<file path="src/rtl/uart_tx_arb_pkg.sv">
// uart_tx_arb_pkg
//   Shared types and constants for the UART transmit arbiter.
//   state_t    : arbiter FSM state encoding
//   req_id_t   : identifies which requester owns the transmitter
//   ACK_BYTES  : length in bytes of a command-acknowledge frame
//   FRAME_W    : width of the frame shift register (holds up to 4 bytes)
package uart_tx_arb_pkg;

    typedef enum logic [1:0] {
        IDLE = 2'd0,
        SEND = 2'd1,
        WAIT = 2'd2
    } state_t;

    typedef enum logic {
        ACK = 1'b0,
        TEL = 1'b1
    } req_id_t;

    localparam int ACK_BYTES = 1;
    localparam int FRAME_W   = 32;

endpackage

</file>
<file path="src/rtl/uart_tx_arb.sv">
// uart_tx_arb
//   Arbitrates two frame sources (1-byte command acknowledge and multi-byte
//   telemetry) onto a single byte-wide UART transmitter. Whole frames are
//   granted round-robin and sent byte by byte, MSB byte first.
//
// Ports
//   clk        in   system clock, rising edge
//   rst        in   asynchronous active-high reset
//   ack_req    in   level request for an acknowledge frame
//   ack_byte   in   acknowledge payload, captured at grant
//   ack_done   out  one-cycle pulse, acknowledge frame finished
//   tel_req    in   level request for a telemetry frame
//   tel_data   in   telemetry payload (8*TEL_BYTES), captured at grant
//   tel_done   out  one-cycle pulse, telemetry frame finished
//   trmt       out  one-cycle start strobe to the transmitter
//   tx_data    out  byte presented to the transmitter
//   tx_done    in   transmitter byte-complete pulse
//   busy       out  a frame is in progress
//
// state | meaning
// IDLE  | no frame; grant a pending request
// SEND  | trmt strobe cycle for the current byte
// WAIT  | byte handed to transmitter, waiting for tx_done
module uart_tx_arb
    import uart_tx_arb_pkg::*;
#(
    parameter int TEL_BYTES = 3
) (
    input  logic                   clk,
    input  logic                   rst,
    input  logic                   ack_req,
    input  logic [7:0]             ack_byte,
    output logic                   ack_done,
    input  logic                   tel_req,
    input  logic [8*TEL_BYTES-1:0] tel_data,
    output logic                   tel_done,
    output logic                   trmt,
    output logic [7:0]             tx_data,
    input  logic                   tx_done,
    output logic                   busy
);

    // Telemetry payload is left-aligned in the frame register so the byte
    // on the wire is always the top byte, regardless of TEL_BYTES.
    localparam int TEL_SHIFT = FRAME_W - 8 * TEL_BYTES;

    state_t               state_q, state_d;
    logic [FRAME_W-1:0]   frame_q, frame_d;
    logic [2:0]           count_q, count_d;
    req_id_t              gnt_q, gnt_d;
    req_id_t              last_q, last_d;
    logic                 trmt_q, trmt_d;

    logic [FRAME_W-1:0]   tel_aligned;
    logic                 grant_tel;
    logic                 frame_end;

    always_comb begin
        tel_aligned = FRAME_W'(tel_data) << TEL_SHIFT;

        // On a tie, serve whoever was not served last.
        if (ack_req && tel_req) begin
            grant_tel = (last_q == ACK);
        end else begin
            grant_tel = tel_req;
        end

        frame_end = (state_q == WAIT) && tx_done && (count_q <= 3'd1);

        state_d = state_q;
        frame_d = frame_q;
        count_d = count_q;
        gnt_d   = gnt_q;
        last_d  = last_q;
        trmt_d  = 1'b0;

        case (state_q)
            IDLE: begin
                if (ack_req || tel_req) begin
                    state_d = SEND;
                    trmt_d  = 1'b1;
                    if (grant_tel) begin
                        gnt_d   = TEL;
                        frame_d = tel_aligned;
                        count_d = 3'(TEL_BYTES);
                    end else begin
                        gnt_d   = ACK;
                        frame_d = {ack_byte, {(FRAME_W-8){1'b0}}};
                        count_d = 3'(ACK_BYTES);
                    end
                end
            end
            SEND: begin
                state_d = WAIT;
            end
            WAIT: begin
                if (tx_done) begin
                    if (count_q > 3'd1) begin
                        frame_d = frame_q << 8;
                        count_d = count_q - 3'd1;
                        state_d = SEND;
                        trmt_d  = 1'b1;
                    end else begin
                        last_d  = gnt_q;
                        count_d = 3'd0;
                        state_d = IDLE;
                    end
                end
            end
            default: begin
                state_d = IDLE;
            end
        endcase
    end

    always_ff @(posedge clk or posedge rst) begin
        if (rst) begin
            state_q <= IDLE;
            frame_q <= '0;
            count_q <= 3'd0;
            gnt_q   <= ACK;
            last_q  <= TEL;
            trmt_q  <= 1'b0;
        end else begin
            state_q <= state_d;
            frame_q <= frame_d;
            count_q <= count_d;
            gnt_q   <= gnt_d;
            last_q  <= last_d;
            trmt_q  <= trmt_d;
        end
    end

    assign trmt     = trmt_q;
    assign tx_data  = frame_q[FRAME_W-1 -: 8];
    assign busy     = (state_q != IDLE);
    // Done pulses follow tx_done in the same cycle.
    assign ack_done = frame_end && (gnt_q == ACK);
    assign tel_done = frame_end && (gnt_q == TEL);

endmodule

</file>
<file path="config.mk">
export PLATFORM = sky130hd
export DESIGN_NAME = uart_tx_arb
export DESIGN_NICKNAME = d
export VERILOG_FILES = /design/src/rtl/uart_tx_arb_pkg.sv /design/src/rtl/uart_tx_arb.sv
export SDC_FILE = /design/constraint.sdc
export NUM_CORES = 1
export LEC_CHECK = 0
export BUFFER_PORTS_ARGS = -buffer_cell sky130_fd_sc_hd__buf_2
export CAP_MARGIN = 20
export CELL_PAD_IN_SITES_DETAIL_PLACEMENT = 1
export CELL_PAD_IN_SITES_GLOBAL_PLACEMENT = 1
export CORE_ASPECT_RATIO = 1.25
export CORE_MARGIN = 5
export CORE_UTILIZATION = 35
export DETAILED_ROUTE_END_ITERATION = 10
export PLACE_DENSITY_LB_ADDON = 0.08
export SLEW_MARGIN = 20
export SYNTH_ARGS = -nofsm -noshare
export SYNTH_HDL_FRONTEND = slang
export SYNTH_SLANG_ARGS = --single-unit
export TNS_END_PERCENT = 10
</file>
<file path="constraint.sdc">
create_clock -name clk -period 4.05 [get_ports clk]
set_clock_uncertainty 0.2 [all_clocks]
set_input_delay 0.81 -clock clk [delete_from_list [all_inputs] [get_ports clk]]
set_output_delay 0.81 -clock clk [all_outputs]
set_load 0.01 [all_outputs]
</file>
Word level (Yosys, flattened, before mapping) --
Cells that the tools add are included.
Word-level totals: logic and storage cells 51, output and inout bits 12, register bits after elaboration 40, input port bits 37
Operators by class: equal/unequal tests 5, reductions and logical operators 14, bitwise operators 3, order comparisons 2, $add $sub $neg 1, mux-type cells 20
Operators by type and width (number):
- 32-bit 2-to-1 mux | 4
- 32-bit case mux with 2 select lines | 1
- 3-bit 2-to-1 mux | 3
- 1-bit 2-to-1 mux | 6
- 2-bit 2-to-1 mux | 3
- 2-bit case mux with 3 select lines | 1
- 3-bit case mux with 2 select lines | 1
- 3-bit AND reduction | 2
- 1-bit logical AND | 5
- 2-bit inequality test, second input constant | 2
- 2-bit AND reduction | 2
- 4-bit AND reduction | 1
- 2-bit nonzero test | 2
- 3-bit by 1-bit greater-than comparator with 1-bit output, second input constant | 1
- 3-bit by 1-bit <= comparator with 1-bit output, second input constant | 1
- 1-bit NOT | 3
- 3-bit by 1-bit subtractor with 3-bit output, second input constant | 1
- 2-bit by 1-bit == test with 1-bit output, second input constant | 1
- 2-bit == test, second input constant | 1
- 2-bit zero test | 1
- 2-bit by 1-bit inequality test with 1-bit output, second input constant | 1
- 1-bit case mux with 2 select lines | 1
- 1-bit logical OR | 1

Longest topological paths before layout --
depth in word-level cells 5, gate-level depth with buffers 7, gate-level depth less buffers 6

Worst setup path before layout --
Ideal clock, no wire load.
path type flip-flop to output port, from register count_q[1], to output port ack_done, stages on the path, launching flop included 7, slack 1.711 ns, path buffers 0, arrival time 1.329 ns, required time 3.040 ns, cell sequence dfrtp_1 -> inv_1 -> ha_1 -> o21ba_2 -> nor2_1 -> nand3_1 -> nor2_1
On the way: cells in the longest elaborated chain, start to end 3
Ends and longest elaborated chain:
- start, declared | line uart_tx_arb.sv:49 | logic [2:0] count_q, count_d;
- start signal, assigned | line uart_tx_arb.sv:127 | count_q <= count_d;
- 3-bit by 1-bit <= comparator with 1-bit output | line uart_tx_arb.sv:68 | frame_end = (state_q == WAIT) && tx_done && (count_q <= 3'd1);
- 1-bit logical AND | line uart_tx_arb.sv:68
- 1-bit logical AND | line uart_tx_arb.sv:138 | assign ack_done = frame_end && (gnt_q == ACK);
- end, declared | line uart_tx_arb.sv:33 | output logic ack_done,
Every way passes these cells.

Worst setup path in the final report --
from register count_q[1], to output port tel_done
On the way: cells in the longest elaborated chain, start to end 3
Ends and longest elaborated chain:
- 3-bit by 1-bit <= comparator with 1-bit output | line uart_tx_arb.sv:68
- 1-bit logical AND | line uart_tx_arb.sv:68
- 1-bit logical AND | line uart_tx_arb.sv:139 | assign tel_done = frame_end && (gnt_q == TEL);
- end, declared | line uart_tx_arb.sv:36 | output logic tel_done,
Every way passes these cells.

==> qor.txt <==
WS Path Type = reg2out
Die Width = 71.9 µm
Clk_lat worst skew = 270 ps
Final nets = 242
RSZ-0062 raised after global routing = false
GRT Max-Usage Layer = met2
Period minus WS final = 2870 ps
Total GRT Usage = 14.6%
WP data required = 3040 ps
Met1 Use GR = 19.3%
Largest family of logic cells by synthesized area = compound AO/OA/AOI/OAI gates
Max Root-Sink Buffers = 2
Post-synthesis simple-gate area fraction = 10.3%
Wire per inst = 15.3 µm
Complex-gate fraction of the synthesized area = 17.6%
Cell family with most CP delay = simple AND/OR/NAND/NOR gates
Core Region = 4690 µm²
Rel. slew slack = 37.8%
CTS clk-pin slew, worst paths = 60 ps
Vias post-DR = 1360
Hold-critical path depth = 1
Post-Syn Area = 1680 µm²
Root Buffer = clkbuf_8
Worst Path Buf+Inv = 2
Via density per instance = 5.15
Number of fillers in the final layout = 554
Worst hold path class = reg2reg
Overall die height = 87.4 µm
GP Congestion = 0.772
Fin crit share = 70.9%
CP most frequent cell = nor2_1
Sequential cell area fraction in the yosys report = 47.8%
Synth Area per Inst = 10.4 µm²
Clock Sink Count = 32
Share of layout cells above drive strength 1 = 41.2%
Hold-fix buffers at CTS = 0
Routed WL = 4030 µm
Number of global-route vias before repair = 1451
Worst-Margin Slew = 927 ps
Critical path depth in cells = 7
Slowest stage cell, crit path = dfrtp_1
Pre-CTS setup slack = 1340 ps
Yosys warning count = 0
Worst IR Drop VDD = 0.232 mV
Hold Vio Cnt, Final = 0
Post-synthesis cell count = 161
HPWL after detailed placement = 2960 µm
# rows = 28
Overflow after GRT = 0
Iter 0 DRT Violations = 26
I/O Buffers = 48
Setup TNS Final = 0 ps
Syn nets = 200
Synth top area share = 46.2%
Worst Setup Start Kind = flop
Post-synthesis mux area share = 12.8%
DRC violations left = 0
Worst EP arrival = 1860 ps
Worst setup EP type = primary output
Maxcap violations = 0
Commonest cells after routing, fill and taps aside = 48 x buf_2, 31 x dfrtp_1, 18 x o21ai_0, 15 x mux2_2, 13 x inv_1
Critical-path cell list = inv_1 -> ha_1 -> o21ba_2 -> nor2_1 -> nand3_1 -> nor2_1 -> buf_2
P&R area growth vs syn = 19.2%
Most common cell after layout, fill and taps aside = buf_2
Synthesized flop and latch total = 32
Met2 usage in global routing = 23.2%
PwrDens = 728 nW/µm²
Pleak = 0.940 nW
Fraction of the mapped netlist area in adder cells = 1.49%
Die area = 6290 µm²
Setup Viol. Count Final = 0
Fin Hold WS = 316 ps
# Post-CTS Setup Buffers = 0
XOR/XNOR Fraction of Synth Area = 0%
CP Max Fanout = 4
TritonCTS Buffers = 5
First-pass GRT wire length = 7170 µm
Pin count of the biggest net entering global routing = 27
PostCTS Resize Cnt = 0
Synth area leaders = dfrtp_1 46%, mux2_2 10%, o21ai_0 5.4%
Fmax achieved = 348 MHz
FF-to-FF path depth = 5
Cell taking the most area after synthesis = dfrtp_1
Final Max Tran Viols = 0
Global Route met3 Usage = 3.93%
Initial core utilization = 35.7%
Crit-path max cell delay = 370 ps
IO Pins = 49
Netlist cell types = 31
TritonRoute pass-1 iters = 4
Outcome = finished clean
H-tree levels = 2
TritonCTS clock tree = done
Antenna-violating nets left = 0
Final setup margin = 1180 ps
Antenna Cells = 0
Initial antenna violation count = 0
==> report_power, final <==
part	switching (mW)	internal, mW	total, mW
registers	0.0792	0.467	0.546
logic	0.375	0.308	0.682
clock network	0.108	0.120	0.228
total	0.561	0.894	1.46
==> cell usage after synthesis (all sizes together) <==
library cell	number
ha	2
nand2	3
inv	14
nand2b	1
nor2	7
a31oi	1
o22ai	8
or3	1
dfrtp	31
nand4	8
a22o	1
mux2	18
nor2b	2
nand3	9
o211ai	1
dfstp	1
clkbuf	4
o21ai	19
o31ai	1
a21boi	2
buf	14
a2bb2oi	8
nor3	2
a21oi	2
o21ba	1
==> layer usage <==
metal	share of wire (%)	wire length, µm
met5	0	0
met4	1.0	42
met3	6.6	265
met2	46	1860
met1	46	1860
==> cells by family after synthesis <==
family                     count (synthesis)
AOI/OAI and AO/OA                         44
and+or+nand+nor                           33
buffers and inverters                     32
DFF                                       32
muxes                                     18
adders and majority gates                  2
==> stage by stage <==
| stage | utilization [%] | instances | cell area (µm²) | power [mW] |
|---|---|---|---|---|
| after global routing | 42.6 | 264 | 2000 | 1.58 |
| final | 42.6 | 264 | 2000 | 1.46 |
| after CTS | 42.6 | 264 | 2000 | 1.48 |
| after global placement | 40.9 | 256 | 1920 | 1.21 |
| after floorplan | - | 161 | 1680 | 1.11 |
| after detailed placement | 40.9 | 256 | 1920 | 1.24 |
==> layout make-up <==
| class | instances | area, µm² | share of cell area [%] |
|---|---|---|---|
| clock buffer | 7 | 76.3 | 3.81 |
| clock inverter | 1 | 5.00 | 0.250 |
| inverter | 14 | 52.6 | 2.63 |
| multi-input combinational | 97 | 712 | 35.6 |
| sequential | 32 | 802 | 40.1 |
| tap | 60 | 75.1 | 3.75 |
| timing repair buffer | 53 | 278 | 13.9 |
==> state kept, by name, indices dropped and copies added (netlist names) <==
| signal | count |
|---|---|
| state_q | 2 |
| count_q | 3 |
| trmt | 1 |
| last_q | 1 |
| gnt_q | 1 |
| frame_q | 24 |
==> worst paths after layout <==
kind	slack, ps	from	end
min in group asynchronous	380	rst	frame_q[24]$_DFFE_PP0P_
hold / removal	320	frame_q[23]$_DFFE_PP0P_	frame_q[23]$_DFFE_PP0P_
setup reg to reg	1750	count_q[0]$_DFFE_PP0P_	frame_q[19]$_DFFE_PP0P_
hold reg to reg	320	frame_q[23]$_DFFE_PP0P_	frame_q[23]$_DFFE_PP0P_
setup / recovery	1180	count_q[1]$_DFFE_PP0P_	tel_done
max in group asynchronous	2750	rst	frame_q[27]$_DFFE_PP0P_
Power figures use the tool's default switching activity.
